--- src/rtl/dest_matcher.sv ---
// dest_matcher: latches a destination command, enables motion (go) until a
// barcode ID equal to the destination is seen, then pulses arrived. A piezo
// buzzer is driven with a complementary square wave while in transit.
module dest_matcher #(
    parameter int unsigned BUZZ_HALF = 25000
) (
    input  logic       clk,
    input  logic       rst,
    input  logic [7:0] cmd,
    input  logic       cmd_rdy,
    output logic       clr_cmd_rdy,
    input  logic [7:0] ID,
    input  logic       ID_vld,
    output logic       clr_ID_vld,
    output logic       go,
    output logic       in_transit,
    output logic       arrived,
    output logic       buzz,
    output logic       buzz_n
);

    localparam int unsigned CW = (BUZZ_HALF > 1) ? $clog2(BUZZ_HALF) : 1;
    localparam logic [CW-1:0] CNT_LAST = CW'(BUZZ_HALF - 1);

    localparam logic [1:0] OP_STOP = 2'b00;
    localparam logic [1:0] OP_GO   = 2'b01;

    typedef enum logic {
        IDLE    = 1'b0,
        TRANSIT = 1'b1
    } state_t;

    state_t          state;
    state_t          nxt_state;
    logic [5:0]      dest;
    logic            nxt_go;
    logic            match_event;
    logic            load_dest;
    logic [CW-1:0]   buzz_cnt;

    // ID[7:6] are always 00 when valid; only the low six bits are compared.
    logic            id_hi_unused;
    assign id_hi_unused = ^ID[7:6];

    // Next-state decode and handshake acks; a pending command beats a pending ID.
    always_comb begin
        clr_cmd_rdy = 1'b0;
        clr_ID_vld  = 1'b0;
        nxt_state   = state;
        nxt_go      = go;
        match_event = 1'b0;
        load_dest   = 1'b0;
        if (!rst) begin
            if (cmd_rdy) begin
                clr_cmd_rdy = 1'b1;
                case (cmd[7:6])
                    OP_GO: begin
                        load_dest = 1'b1;
                        nxt_go    = 1'b1;
                        nxt_state = TRANSIT;
                    end
                    OP_STOP: begin
                        nxt_go    = 1'b0;
                        nxt_state = IDLE;
                    end
                    default: ;
                endcase
            end else if (ID_vld) begin
                clr_ID_vld = 1'b1;
                if ((state == TRANSIT) && (ID[5:0] == dest)) begin
                    match_event = 1'b1;
                    nxt_go      = 1'b0;
                    nxt_state   = IDLE;
                end
            end
        end
    end

    // State, destination and registered outputs, including the buzzer phase.
    always_ff @(posedge clk) begin
        if (rst) begin
            state      <= IDLE;
            dest       <= '0;
            go         <= 1'b0;
            in_transit <= 1'b0;
            arrived    <= 1'b0;
            buzz       <= 1'b0;
            buzz_n     <= 1'b0;
            buzz_cnt   <= '0;
        end else begin
            state      <= nxt_state;
            go         <= nxt_go;
            in_transit <= (nxt_state == TRANSIT);
            arrived    <= match_event;
            if (load_dest) begin
                dest <= cmd[5:0];
            end
            if (nxt_state == TRANSIT) begin
                // A redirect while already moving keeps the running phase.
                if (state == IDLE) begin
                    buzz_cnt <= '0;
                    buzz     <= 1'b1;
                    buzz_n   <= 1'b0;
                end else if (buzz_cnt == CNT_LAST) begin
                    buzz_cnt <= '0;
                    buzz     <= ~buzz;
                    buzz_n   <= ~buzz_n;
                end else begin
                    buzz_cnt <= buzz_cnt + 1'b1;
                end
            end else begin
                buzz_cnt <= '0;
                buzz     <= 1'b0;
                buzz_n   <= 1'b0;
            end
        end
    end

endmodule

--- config.mk ---
export PLATFORM = sky130hd
export DESIGN_NAME = dest_matcher
export DESIGN_NICKNAME = d
export VERILOG_FILES = /design/src/rtl/dest_matcher.sv
export SDC_FILE = /design/constraint.sdc
export NUM_CORES = 1
export LEC_CHECK = 0
export CAP_MARGIN = 20
export CORE_UTILIZATION = 45
export CTS_BUF_LIST = sky130_fd_sc_hd__clkbuf_4
export CTS_CLUSTER_SIZE = 30
export DETAILED_ROUTE_END_ITERATION = 16
export DONT_BUFFER_PORTS = 1
export PLACE_DENSITY_LB_ADDON = 0.1
export SYNTH_ARGS = -nofsm -noshare
export SYNTH_HDL_FRONTEND = slang
export SYNTH_SLANG_ARGS = --single-unit
--- constraint.sdc ---
create_clock -name clk -period 1.41 [get_ports clk]
set_input_delay 0.3525 -clock clk [delete_from_list [all_inputs] [get_ports clk]]
set_output_delay 0.3525 -clock clk [all_outputs]
set_load 0.03 [all_outputs]
==> results of run 1 <==
worst max-delay path, delay by kind of cell, from the launching register on:
family | cells | cell delay [ns]
flops | 1 | 0.36
simple gates | 3 | 0.60
xor+xnor | 1 | 0.16
buf+inv | 1 | 0.14
cell families (layout without fill, tap and decap cells):
| kind of cell | Yosys count | count (layout) | synth area share |
|---|---|---|---|
| buf+inv | 7 | 32 | 0.0351 |
| fa+ha+maj | 1 | 1 | 0.00975 |
| simple gates | 67 | 67 | 0.340 |
| compound gates | 11 | 11 | 0.0663 |
| flops | 26 | 26 | 0.405 |
| xor+xnor | 21 | 21 | 0.143 |
cell usage after synthesis, types with 3 or more instances:
cell and number:
inv_1 3, xnor2_1 11, nor3_1 9, nand4_1 4, nand2_1 18, nor4_1 3
xor2_1 10, o21ai_0 6, nor3_2 11, nand3_1 3, dfxtp_1 26, nor2_1 6
sequential cells by signal, indices dropped and copies added (netlist names):
signal / flops
arrived: 1
buzz: 1
buzz_cnt: 15
buzz_n: 1
dest: 6
go: 1
state: 1
worst paths after layout:
path | depth (start not counted) | end | start
min reg2reg | 2 | dest[2] | dest[2]
max reg2reg | 5 | buzz_cnt[4] | dest[1]
max | 5 | buzz_cnt[4] | dest[1]
min | 1 | go | rst
repair_timing:
action,in CTS,in global routing
buffers inserted,1,0
cloned,0,2
pin swaps,0,5
setup endpoints to repair,12,19
resized for setup,2,12
endpoints found under the hold margin,0,0
report_power, final:
part	switching, mW	total (mW)	leakage, nW	internal [mW]
logic	0.0449	0.0845	0.343	0.0396
registers	0.0109	0.757	0.214	0.746
clock network	0.231	0.518	0.0279	0.288
area by class of cell:
class / instances / area, um^2 / area share
clock buffer: 3 / 22.5 / 0.0137
multi-input combinational: 100 / 766 / 0.465
inverter: 3 / 11.3 / 0.00684
clock inverter: 1 / 30.0 / 0.0183
timing repair buffer: 25 / 248 / 0.151
sequential: 26 / 529 / 0.322
tap: 31 / 38.8 / 0.0236
per-stage QoR:
step | hold WS, ns | total power, mW | TNS, ns | utilization
detailed placement | 0.426 | 0.852 | -0.738 | 0.542
finish | 0.0575 | 1.36 | 0 | 0.602
global placement | 0.423 | 0.850 | -0.649 | 0.542
global route | 0.0333 | 1.42 | -0.570 | 0.602
floorplan | 0.417 | 0.826 | 0 | -
CTS | 0.0456 | 1.37 | -0.000124 | 0.566
metal layers:
layer | GRT usage | routed length, um
met5 | 0 | 0
met1 | 0.226 | 1200
met2 | 0.284 | 1140
met3 | 0.0515 | 97
met4 | 0.0321 | 12
==> metrics, run 1 <==
status complete, no violations; crit-path max FO 9; fraction of registers with async set/reset 0; Synth cell types 32; critical path, cell by cell xor2_1, nor4_2, and2_4, buf_12, nor3_1; most frequent cells in the layout buf_4 (21), dfxtp_1 (19), nand2_1 (18), nor3_2 (13), xnor2_1 (11); Starting Density 0.470; antenna cells 0; fillcell total 238; placed instance area 1480 um^2; CP Class reg -> reg; RSZ-0062 raised after global routing yes; Vias/cell 5.24; Final Critical Period 1.37 ns; Routed Wire Length 2.45 mm; Syn. warnings 0; Critical Path RT 1.64 ns; DRC viols 0; max-slew violations 0; Final period util 0.973; Power per Cell Area 827 nW/um^2; Pre-antenna DRT Iters 5; CTS tree built; Hold Vio Cnt, Final 0; most common cell after layout, fill and taps aside buf_4; Clock Latency Late Sink 0.33 ns; first-pass GRT wire length 4.26 mm; Worst Skew 0.0189 ns; Port Buf Inserts 0; max frequency 729 MHz; Syn Inst Count 133; Syn Area/Cell 9.65 um^2; Worst VDD drop 1.27 mV; Synth top area share 0.405; Slew Limit Headroom 0.772; Placer Congestion 0.747; synthesized flop and latch total 26; Worst-Margin Slew 0.341 ns; Yosys top cell by area dfxtp_1; num ports 27; Top FF cell, synth dfxtp_1; Overall Global Routing Usage 0.173; initial DRC count 35; Placed Cells 182; Largest stage delay, worst path 0.36 ns; DR WL/cell 13.0 um; die area 3070 um^2; CTS sink cnt 26; CP startpoint kind flop; Area growth syn-to-layout 28.2%; sequential cell area fraction in the yosys report 0.405; syn nets 154; setup violators final 0; final cell count without fillers 189; H-tree depth 1; largest net degree at the start of global routing 19; Setup crit end kind flop; critical path arrival 1.60 ns; Nets 180; Syn Std Cell Area 1280 um^2; chip height 55.4 um; Post-DRT Antenna Nets 0; Die Wd 55.4 um; Final WS setup 0.0381 ns; initial antenna violation count 0; TritonCTS Buffers 3; CTS Buffer Depth 2; Area contributors post-synth dfxtp_1 (41%), nor3_2 (8.6%), xnor2_1 (7.5%); R2R Setup Slk 0.04 ns; Min-Delay Path Class in -> reg; vias in the first global route 960; Max Cap Violations 0; row count 19; Place WS -0.0521 ns; clock root buffer clkbuf_4; Post-synth EDFFs 0; core area 2730 um^2; Hold Buf Count CTS 0; total gr overflow 0; clk slew on worst S/H paths 0.16 ns; hpwl dp 1.75 mm; post-route cell area 1650 um^2; layout cells sized above 1 0.386; CP max-delay cell dfxtp_2; leakage 0.585 nW; total number of vias 991
Note: power is estimated with default switching activity, not from simulation.
==> run 2, diff against run 1 <==
--- a/config.mk
+++ b/config.mk
@@ -5,7 +5,6 @@
 export SDC_FILE = /design/constraint.sdc
 export NUM_CORES = 1
 export LEC_CHECK = 0
-export CAP_MARGIN = 20
 export CORE_UTILIZATION = 45
 export CTS_BUF_LIST = sky130_fd_sc_hd__clkbuf_4
 export CTS_CLUSTER_SIZE = 30
==> results of run 2 <==
Final layout, timing and power as in run 1 (identical DEF).
==> RTL edit 1 (config.mk and constraints of run 2) <==
Change the parameter `BUZZ_HALF` from 25000 to 6250.
--- a/src/rtl/dest_matcher.sv
+++ b/src/rtl/dest_matcher.sv
@@ -3,5 +3,5 @@
 // buzzer is driven with a complementary square wave while in transit.
 module dest_matcher #(
-    parameter int unsigned BUZZ_HALF = 25000
+    parameter int unsigned BUZZ_HALF = 6250
 ) (
     input  logic       clk,
Function: no difference found for any inputs over 10 cycles, from zero or initial values and one cycle with rst high; that may be too few to reach the edited logic, so the function may still have changed.
==> RTL edit 1 against run 2 <==
- the run now ends with negative setup slack left
- power shrank 19%
- setup slack lost 0.21 ns
- combinational power is essentially flat
- sequential cell count shrank 2
- synthesized area shrank 8.1%
- clock skew shrank 0.015 ns
- final area shrank 9.1%
- critical path depth is the same
- wire length shrank 1.7%
- sequential share of layout area grew 0.30 points
- clock power shrank 39%
- count of clock-buffer cells in the layout is the same
==> RTL edit 1: results (changes against run 2) <==
* Max stage delay cell, worst path: sky130_fd_sc_hd__or4_4
* Run status: finished with violations
* Number of global-route vias before repair at 863 (-10%)
* Via density per instance at 5.34 (+1.9%)
* Multi-input combinational cell count at 91 (-9.0%)
* Combinational share of power at 7.7% (+1.5 points)
* Violated checks: negative setup slack
* Largest registers ranked by flip-flop count: buzz_cnt: 13 flops, dest: 6 flops
* Layout inverter count without the clock tree at 1 (-2)
* Worst Setup SP: buzz_cnt[7]
* Total global-route track usage at 19.3% (+2.0 points)
* Data-path buffer share of cell area in the final layout at 13.9% (-1.2 points)
* Slowest stage delay, CP at 0.54 ns (+0.18 ns)
* Global-route wire length before repair at 3870 um (-9.1%)
* Share of synthesized area occupied by flip-flops and latches at 40.7% (+0.18 points)
* Fraction of standard cell area that is sequential at 32.5% (+0.30 points)
* Worst-path fanout max at 4 (-5)
* Worst Slack Setup Final at -0.172 ns (-0.210 ns)
* Placed wire-length estimate after detailed placement at 1700 um (-2.5%)
* WL per Instance at 13.7 um (+5.6%)
* Final setup vio count at 15 (+15)
* Reg clk slew, reported paths at 0.13 ns (-0.03 ns)
* Filler cell count in the final layout at 211 (-11%)
* Number of cells after detailed placement at 169 (-7.1%)
* Fraction of met1 tracks used by global routing at 23.2% (+0.59 points)
* Worst-case headroom to the max-slew limit at 74.7% (-2.6 points)
* Data arrival time of the critical path at 1.84 ns (+0.24 ns)
* Synth area leaders: sky130_fd_sc_hd__dfxtp_1, sky130_fd_sc_hd__xor2_1, sky130_fd_sc_hd__nor3_2
* Total leakage power at 0.551 nW (-5.8%)
* CTS sink cnt at 24 (-7.7%)
* Total number of nets in the final design at 169 (-6.1%)
* Final clock-cell share at 1.76% (-1.4 points)
* Post-Place Setup Slack at -0.218 ns (-0.165 ns)
* Post-DP Area at 1400 sq um (-5.6%)
* Pin count of the biggest net entering global routing at 15 (-4)
* Area occupied by multi-input gates at 734 sq um (-4.1%)
* Standard-cell row count at 18 (-1)
* Starting DRT DRC Count at 4 (-89%)
* Proportion of power drawn by flip-flops and latches at 63.6% (+7.9 points)
* Global Route met3 Usage at 6.90% (+1.7 points)
* Global routing met2 resource utilization at 31.7% (+3.3 points)
* Largest voltage drop on the vdd net at 0.655 mV (-48%)
* Share of layout cells above drive strength 1 at 41.1% (+2.5 points)
==> RTL edit 1: cells by family (layout without fill, tap and decap cells) <==
| group | Yosys count | in the layout | share of synthesized area [%] |
|---|---|---|---|
| compound gates | 10 | 10 | 5.41 |
| xor+xnor | 19 | 19 | 14.1 |
| fa+ha+maj | 2 | 2 | 2.12 |
| buf+inv | 6 | 31 | 2.97 |
| flops | 24 | 24 | 40.7 |
| simple gates | 59 | 60 | 34.7 |
==> RTL edit 1: worst register-to-register path: stages (launching register included) <==
cell and delay [ns]:
sky130_fd_sc_hd__dfxtp_2 0.34, sky130_fd_sc_hd__or4_4 0.54, sky130_fd_sc_hd__nor3_4 0.21, sky130_fd_sc_hd__buf_4 0.17, sky130_fd_sc_hd__xnor2_2 0.08, sky130_fd_sc_hd__a211oi_2 0.18
==> RTL edit 1: what timing repair did <==
action	CTS	global route
endpoints found under the setup margin	15	16
pin swaps	3	5
buffers inserted	1	1
cloned	1	0
resized for setup	4	6
==> RTL edit 1: metrics by stage <==
step	util (%)	hold WS [ns]	TNS, ns	power (mW)
after floorplan	-	0.458	-1.67	0.773
after global placement	56.5	0.427	-2.53	0.791
after detailed placement	56.5	0.426	-2.84	0.794
after CTS	59.0	0.0650	-2.24	1.11
after global routing	60.4	0.0408	-3.01	1.16
final	60.4	0.0771	-2.08	1.10
==> RTL edit 1: metal layers <==
layer  vias up  wire, um
met3         7       112
met4         0        39
met5         -         0
met1       438      1080
met2        23      1180
li1        472         -
==> RTL edit 1: final timing paths <==
path,to
max,buzz
min,go
max reg2reg,buzz
min reg2reg,dest[1]
==> RTL edit 2 (flow settings as in run 2) <==
Made on the original files. Reset style: asynchronous (`rst`), changed in one clocked block.
--- a/src/rtl/dest_matcher.sv
+++ b/src/rtl/dest_matcher.sv
@@ -78,5 +78,5 @@
 
     // State, destination and registered outputs, including the buzzer phase.
-    always_ff @(posedge clk) begin
+    always_ff @(posedge clk or posedge rst) begin
         if (rst) begin
             state      <= IDLE;
Check against the original RTL: differs if rst is asserted again (counterexample within 4 cycles, from zero or initial values and one cycle with rst high); with rst held inactive, the same outputs for 10 cycles.
==> RTL edit 2 against run 2 <==
- the flow now finishes with violations (negative hold slack, negative setup slack)
- sequential cell count unchanged
- setup slack worse by 0.16 ns
- die area rose by 1.9%
- clock skew fell by 0.011 ns
- first-iteration DRC count down 5.7%
- final area grew 12%
- synthesized area increased by 1.9%
- wire length grew 26%
- non-clock buffer count rose by 9
Power is not compared: it rests on default switching activity, and its combinational part moved more than twofold at a synthesized area within 25%.
==> RTL edit 2: results (changes against run 2) <==
* Run status: finished with violations
* Violated checks: negative hold slack, negative setup slack
* Share of layout cells above drive strength 1 at 48.1% (+9.5 points)
* Via density per instance at 5.79 (+10%)
* Number of buffers inserted by port buffering at 0 (unchanged)
* Most frequent cells after synthesis: sky130_fd_sc_hd__dfrtp_1, sky130_fd_sc_hd__xnor2_1, sky130_fd_sc_hd__a21oi_1, sky130_fd_sc_hd__nand2_1, sky130_fd_sc_hd__nand3_1
* Max Root-Sink Buffers at 2 (unchanged)
* Buffer type at the clock tree root: sky130_fd_sc_hd__clkbuf_4
* GPL Wtd Cong at 0.819 (+9.6%)
* Hold Violations, Final at 6 (+6)
* Pin count of the biggest net entering global routing at 27 (+8)
* Total global-route track usage at 20.6% (+3.4 points)
* Worst Slack Setup Final at -0.120 ns (-0.158 ns)
* TritonCTS buffer count at 3 (unchanged)
* Synth warn at 0 (unchanged)
* Synth unique cells at 29 (-9.4%)
* Placed wire-length estimate after detailed placement at 2040 um (+17%)
* Global-route wire length before repair at 5040 um (+18%)
* Number of global-route vias before repair at 1114 (+16%)
* Worst-path fanout max at 3 (-6)
* Worst Hold Slack at -0.00277 ns (-0.0602 ns)
* Filler cell count in the final layout at 217 (-8.8%)
* Synth area leaders: sky130_fd_sc_hd__dfrtp_1, sky130_fd_sc_hd__xnor2_1, sky130_fd_sc_hd__mux2_2
* WL per Instance at 16.4 um (+26%)
* Antenna violations before repair at 0 (unchanged)
* Final setup vio count at 3 (+3)
* Min-Delay Path Class: input port to async pin
* Post-synthesis instance area at 1310 sq um (+1.9%)
* Share of synthesized area occupied by flip-flops and latches at 49.7% (+9.2 points)
* Data arrival time of the critical path at 1.77 ns (+0.17 ns)
* Largest voltage drop on the vdd net at 1.24 mV
* Largest registers ranked by flip-flop count: buzz_cnt: 15 flops, dest: 6 flops
* Net count after synthesis at 143 (-7.1%)
* Starting DRT DRC Count at 33 (-5.7%)
* Worst-case headroom to the max-slew limit at 75.1% (-2.1 points)
* Ys async rst share at 100% (+100 points)
* Total number of nets in the final design at 180 (unchanged)
* Count of cells along the worst register-to-register path at 4 (-1)
* Clock insertion delay at the later pin of the skew report at 0.32 ns
* Deepest level of the CTS H-tree at 1 (unchanged)
* Setup tns final at -0.152 ns (-0.152 ns)
* Reg clk slew, reported paths at 0.14 ns (-0.02 ns)
* Pre-Repair DR Iteration Count at 4 (-1)
* End of the worst register-to-register path: buzz_cnt[13]
* Setup clock skew after layout at 0.00834 ns (-0.0105 ns)
* Reg-to-reg startpoint: buzz_cnt[12]
RTL edit 2: cell types whose count changed after synthesis, sizes merged, moves of 3 or more:
cell,before,now
a211oi,1,6
o21ai,6,2
dfrtp,0,26
nand3,4,7
a21oi,1,9
nor3,20,5
mux2,0,6
xor2,10,4
buf,3,0
xnor2,11,16
dfxtp,26,0
nand2,18,9
RTL edit 2: metrics by stage:
step	cells	util (%)	area (sq um)	power (mW)
finish	189	66.9	1840	1.96
global route	189	66.9	1840	2.07
CTS	188	63.2	1740	1.93
detailed placement	176	58.1	1600	1.41
global placement	176	58.1	1600	1.40
floorplan	122	-	1380	1.25
RTL edit 2: critical path: stages, from the launching register on:
cell	delay [ns]
sky130_fd_sc_hd__dfrtp_1	0.45
sky130_fd_sc_hd__nand2_1	0.10
sky130_fd_sc_hd__or2_1	0.26
sky130_fd_sc_hd__or4_4	0.42
sky130_fd_sc_hd__a221oi_2	0.23
RTL edit 2: kinds of logic after synthesis:
family	share of synthesized area [%]
multiplexers	5.16
AND/OR/NAND/NOR	16.4
adder cells (fa/ha/maj)	0.956
AO/OA/AOI/OAI	12.6
buffers and inverters	1.72
flip-flops	49.7
XOR/XNOR	13.4
RTL edit 2: area by class of cell:
class | count | share of cell area [%]
repair buffers | 34 | 14.9
flip-flops and latches | 26 | 35.3
well taps | 31 | 2.10
clock inverters | 1 | 1.63
inverters | 4 | 1.15
multi-input cells | 90 | 43.7
clock buffers | 3 | 1.22
RTL edit 2: timing repair:
action	CTS	global route
setup buffers	8	1
cloned	0	0
pin swaps	5	4
resized for setup	6	17
setup endpoints to repair	10	18
RTL edit 2: worst max-delay path by stage:
stage / from / to / slack (ns) / cells after the start
after detailed placement: buzz_cnt[9] / buzz_cnt[13] / -0.12 / 4
after global routing: buzz_cnt[12] / buzz_cnt[13] / -0.17 / 4
final: buzz_cnt[12] / buzz_cnt[13] / -0.12 / 4
after CTS: buzz_cnt[8] / buzz_cnt[13] / -0.04 / 4
after floorplan: rst / dest[0] / -0.19 / 4
after global placement: buzz_cnt[4] / buzz_cnt[7] / -0.12 / 4
RTL edit 2: per-layer routing:
metal / global-route usage [%] / up-vias / share of wire [%]
met2: 35.5 / 30 / 50
li1: - / 512 / -
met1: 26.6 / 549 / 44
met3: 4.42 / 4 / 5.0
met5: 0 / - / 0
met4: 5.23 / 0 / 0.94
RTL edit 2: power breakdown:
| part | total [mW] | internal (mW) | switching [mW] |
|---|---|---|---|
| registers | 0.960 | 0.841 | 0.119 |
| clock network | 0.506 | 0.287 | 0.219 |
| logic | 0.490 | 0.254 | 0.237 |
